### config.mk
export PLATFORM = sky130hd
export DESIGN_NAME = reg_file_sb
export DESIGN_NICKNAME = d
export VERILOG_FILES = /design/src/rtl/reg_file_sb.sv
export SDC_FILE = /design/constraint.sdc
export NUM_CORES = 2
export LEC_CHECK = 0
export BUFFER_PORTS_ARGS = -buffer_cell sky130_fd_sc_hd__buf_2
export CAP_MARGIN = 20
export CORE_MARGIN = 8
export CORE_UTILIZATION = 45
export CTS_CLUSTER_SIZE = 14
export DETAILED_ROUTE_END_ITERATION = 8
export PLACE_DENSITY = 0.62
export SYNTH_ARGS = -nofsm -noshare
export SYNTH_HDL_FRONTEND = slang
export SYNTH_SLANG_ARGS = --single-unit
### constraint.sdc
create_clock -name clk -period 5 [get_ports clk]
set_input_delay 0.5 -clock clk [delete_from_list [all_inputs] [get_ports clk]]
set_output_delay 0.5 -clock clk [all_outputs]
set_load 0.05 [all_outputs]
### src/rtl/reg_file_sb.sv
// reg_file_sb: general-purpose register file with a per-register busy scoreboard.
// Two registered read ports with strobes, one write port with word/halfword/byte modes
// (zero- or sign-extending), same-cycle write-to-read bypass, and a busy bit per
// register for read-after-write hazard detection in decode. R0 reads as zero.
module reg_file_sb #(
  parameter int WIDTH    = 32,
  parameter int NUM_REGS = 32,
  parameter int ADDR_LEN = 5
) (
  input  logic                clk,
  input  logic                rst_n,
  input  logic [ADDR_LEN-1:0] ra,
  input  logic [ADDR_LEN-1:0] rb,
  input  logic                r_en_A,
  input  logic                r_en_B,
  output logic [WIDTH-1:0]    dataA,
  output logic [WIDTH-1:0]    dataB,
  output logic                st_A,
  output logic                st_B,
  output logic                busy_A,
  output logic                busy_B,
  input  logic [ADDR_LEN-1:0] rc,
  input  logic [WIDTH-1:0]    dataC,
  input  logic                w_en,
  input  logic [2:0]          w_mode,
  input  logic                claim_en,
  input  logic [ADDR_LEN-1:0] claim_addr,
  input  logic                flush
);

  localparam logic [ADDR_LEN:0] NumRegsW = (ADDR_LEN + 1)'(NUM_REGS);

  logic [WIDTH-1:0]    regs_q [NUM_REGS];
  logic [NUM_REGS-1:0] busy_q;
  logic [NUM_REGS-1:0] busy_d;

  logic             wr_ok;
  logic             claim_ok;
  logic             rd_a_ok;
  logic             rd_b_ok;
  logic [WIDTH-1:0] wr_val;
  logic [WIDTH-1:0] data_a_d;
  logic [WIDTH-1:0] data_b_d;
  logic             busy_a_d;
  logic             busy_b_d;

  // Address is a real, writable register: in range and not the hardwired R0.
  function automatic logic addr_ok(input logic [ADDR_LEN-1:0] addr);
    return (addr != '0) && ({1'b0, addr} < NumRegsW);
  endfunction

  // Narrow the write data according to w_mode; loop form keeps WIDTH == 16 legal.
  function automatic logic [WIDTH-1:0] ext(input logic [WIDTH-1:0] d, input logic [2:0] m);
    logic [WIDTH-1:0] r;
    r = d;
    unique case (m)
      3'd1, 3'd3: begin
        for (int i = 16; i < WIDTH; i++) r[i] = (m == 3'd3) ? d[15] : 1'b0;
      end
      3'd2, 3'd4: begin
        for (int i = 8; i < WIDTH; i++) r[i] = (m == 3'd4) ? d[7] : 1'b0;
      end
      default: r = d;
    endcase
    return r;
  endfunction

  // Decode write/claim validity and the extended write value.
  always_comb begin
    wr_ok    = w_en && addr_ok(rc);
    claim_ok = claim_en && addr_ok(claim_addr);
    wr_val   = ext(dataC, w_mode);
  end

  // Scoreboard next state: flush beats everything, claim beats a same-address clear.
  always_comb begin
    busy_d = busy_q;
    if (flush) begin
      busy_d = '0;
    end else begin
      if (wr_ok)    busy_d[rc]         = 1'b0;
      if (claim_ok) busy_d[claim_addr] = 1'b1;
    end
  end

  // Read-port next values, with write bypass and post-update busy bits.
  always_comb begin
    rd_a_ok  = addr_ok(ra);
    rd_b_ok  = addr_ok(rb);
    data_a_d = '0;
    data_b_d = '0;
    busy_a_d = 1'b0;
    busy_b_d = 1'b0;
    if (rd_a_ok) begin
      data_a_d = (wr_ok && (rc == ra)) ? wr_val : regs_q[ra];
      busy_a_d = busy_d[ra];
    end
    if (rd_b_ok) begin
      data_b_d = (wr_ok && (rc == rb)) ? wr_val : regs_q[rb];
      busy_b_d = busy_d[rb];
    end
  end

  // Register array write.
  always_ff @(posedge clk or negedge rst_n) begin
    if (!rst_n) begin
      for (int i = 0; i < NUM_REGS; i++) regs_q[i] <= '0;
    end else if (wr_ok) begin
      regs_q[rc] <= wr_val;
    end
  end

  // Scoreboard state.
  always_ff @(posedge clk or negedge rst_n) begin
    if (!rst_n) busy_q <= '0;
    else        busy_q <= busy_d;
  end

  // Port A output registers; data and busy hold while the port is idle.
  always_ff @(posedge clk or negedge rst_n) begin
    if (!rst_n) begin
      dataA  <= '0;
      busy_A <= 1'b0;
      st_A   <= 1'b0;
    end else begin
      st_A <= r_en_A;
      if (r_en_A) begin
        dataA  <= data_a_d;
        busy_A <= busy_a_d;
      end
    end
  end

  // Port B output registers; data and busy hold while the port is idle.
  always_ff @(posedge clk or negedge rst_n) begin
    if (!rst_n) begin
      dataB  <= '0;
      busy_B <= 1'b0;
      st_B   <= 1'b0;
    end else begin
      st_B <= r_en_B;
      if (r_en_B) begin
        dataB  <= data_b_d;
        busy_B <= busy_b_d;
      end
    end
  end

endmodule

==> results.txt <==
GP Congestion - 0.811
Worst Setup Start Kind - primary input
Peak VDD IR - 0.286 mV
Final Core Density - 50.4%
Clock Path Buffers - 3
Critical-path cell list - buf_8 -> buf_4 -> mux4_2 -> mux4_2 -> mux2_2 -> o21ai_1 -> o22ai_1
Leakage - 27.0 nW
Final period util - 55.9%
Synth cell types - 67
Crit Path Class - primary input to flop
Syn Nets - 4716
Core footprint - 128000 sq um
Pwr/cell area - 437 nW/um^2
Final ANT Viol Nets - 0
Fin Setup TNS - 0 ps
CTS root buffer - clkbuf_16
Worst-path fanout max - 63
Worst EP arrival - 3350 ps
Number of max-cap violations - 0
Worst path bufs/invs - 2
Pre-antenna DRT Iters - 5
Critical Path Most Common Cell - mux4_2
Initial core utilization - 45.3%
Syn. warnings - 0
Vias per Instance - 6.40
Die W - 374 um
CTS clock-pin slew for the worst setup and hold paths - 60 ps
Post-Synthesis Cells - 4654
Slowest-stage cell, CP - buf_4
Final setup viols - 0
Cell Area, Synth - 57700 sq um
Hold crit path type - primary input to flop
Status - finished clean
Top cell type's share of synthesized area - 48.7%
Sequential element share of the synthesized area - 48.7%
Die area - 140000 sq um
DRT Wirelength - 180000 um
Die height - 374 um
Pin count of the biggest net entering global routing - 125
Asr flop ratio synth - 100%
Crit path required time - 5550 ps
Ys flop type - dfrtp_1
Area leader, netlist - dfrtp_1
First-pass GRT wire length - 269000 um
Layout Area Growth over Synthesis - 11.4%
DP Wirelength - 103000 um
DR vias - 40207
Final hold vios - 0
Htree depth - 3
Layout cells sized above 1 - 32.0%
FF+latch count, synth - 1124
Crit path time final - 2800 ps
Drt wl/cell - 28.6 um
Crit. End Element - flop
CTS tree - done
Number of port buffers - 129
Total CTS buffers - 114
Layout Skew - 19.1 ps
CP max stage delay - 610 ps
# IOs - 130
Clock latency on the worst-skew pair - 730 ps
Vias in the first global route - 39752
Tightest Pin Transition - 1080 ps
Count leader, synth - dfrtp_1
Row cnt - 131
Initial antenna violation count - 7
RSZ-0062 raised after global routing - false
Most common library cells after synthesis - dfrtp_1 (1124), mux4_2 (648), a21oi_1 (492), nor2_1 (470), nand2_1 (447)
Number of DRC violations after detailed-routing iteration 0 - 4569
DRC viols - 0
Total gr overflow - 0
Avg Inst Size Synth - 12.4 sq um
Post-CTS Setup Bufs - 0
Final slew viol count - 0
Worst slew margin - 28.3%
Post-synth EDFFs - 0
GRT Total Usage - 25.4%
Top Family by Delay on Critical Path - multiplexers
Max Clk Rate - 357 MHz
Synth area leaders - dfrtp_1 (49%), mux4_2 (25%), mux2_2 (5.6%), a21oi_1 (4.3%), nor2_1 (3.1%)
Layout Nets - 4579
Clk sinks - 1124
## worst paths after layout
path,slack (ps),endpoint,depth (start not counted),startpoint
worst min register to register,390,regs_q[1016],0,regs_q[1016]
max in group asynchronous,3170,regs_q[889],3,rst_n
worst max-delay path,2200,dataA[26],7,ra[0]
worst min-delay path,130,busy_A,3,r_en_A
min in group asynchronous,470,regs_q[896],2,rst_n
worst max register to register,2650,dataB[10],5,regs_q[906]
## power by group
part           total, W  internal, W  switching, W  leakage [nW]
clock           0.00952      0.00575       0.00378          2.09
combinational   0.00616      0.00321       0.00295          10.7
sequential       0.0124       0.0109       0.00145          14.3
total            0.0281       0.0199       0.00818          27.0
## final cells by class
cell class / count / area (sq um)
repair buffers: 267 / 1990
diodes: 4 / 10.0
inverters: 87 / 329
clock buffers: 160 / 3380
fillers: 10783 / 63200
well taps: 1662 / 2080
flip-flops and latches: 1124 / 28100
clock inverters: 55 / 845
multi-input cells: 2923 / 27600
## cells in the final DEF, fill, tap and decap left out, types with 6 or more instances in the layout
master / synthesis / final
nor2_1: 470 / 456
mux4_2: 648 / 648
o22ai_1: 70 / 69
buf_4: 6 / 122
clkinv_2: 0 / 24
nor2b_1: 12 / 10
clkbuf_8: 0 / 29
o21ai_0: 340 / 340
clkbuf_16: 0 / 117
o32ai_1: 11 / 11
a21oi_2: 0 / 24
mux2_2: 285 / 285
nand2_4: 0 / 9
a21oi_1: 492 / 468
dfrtp_1: 1124 / 1124
nand2b_1: 15 / 15
clkbuf_1: 386 / 14
xnor2_1: 6 / 6
bufinv_16: 0 / 20
nand2_1: 447 / 438
mux2i_1: 11 / 11
nor2_4: 0 / 14
buf_12: 0 / 19
buf_2: 71 / 119
inv_1: 86 / 86
o21ai_1: 26 / 26
## worst register-to-register path, stage by stage, from the launching register on
cell and delay (ps):
dfrtp_1 390, mux4_2 490, mux4_2 500, mux2_2 280
o21ai_0 430, o22ai_1 120
## registers in the layout, indices dropped and copies added, names as in the netlist
name and count:
dataB 32, busy_B 1, busy_A 1, st_A 1, regs_q 1024, busy_q 32, dataA 32, st_B 1
## per-layer routing
metal	vias up	GRT usage [%]	wire length, um
li1	16776	-	-
met2	1852	39.0	82500
met1	21233	36.9	76300
met4	4	8.31	5950
met5	-	0	27
met3	342	4.49	15000
## cells by family after synthesis
logic type / Yosys count / share of synthesized area (%)
buf+inv: 607 / 4.19
xor+xnor: 11 / 0.167
simple gates: 989 / 6.89
flops: 1124 / 48.7
mux: 944 / 31.0
compound gates: 979 / 9.01
## repair_timing
action | in CTS | in global routing
resized for setup | 0 | 0
hold endpoints to repair | 88 | 0
hold buffers | 1 | 0
## stage by stage
stage / hold slack, ps / total power [W] / std cells / setup slack (ps) / cell area, sq um
final: 133 / 0.0281 / 6282 / 2200 / 64300
after global routing: 128 / 0.0293 / 6279 / 2040 / 64300
after CTS: 79.7 / 0.0282 / 6278 / 2220 / 64300
after detailed placement: 383 / 0.0187 / 6062 / 1440 / 60100
after global placement: 377 / 0.0184 / 6062 / 1450 / 60100
after floorplan: 204 / 0.0168 / 4654 / 2320 / 57700
(Power assumes the default switching activity.)
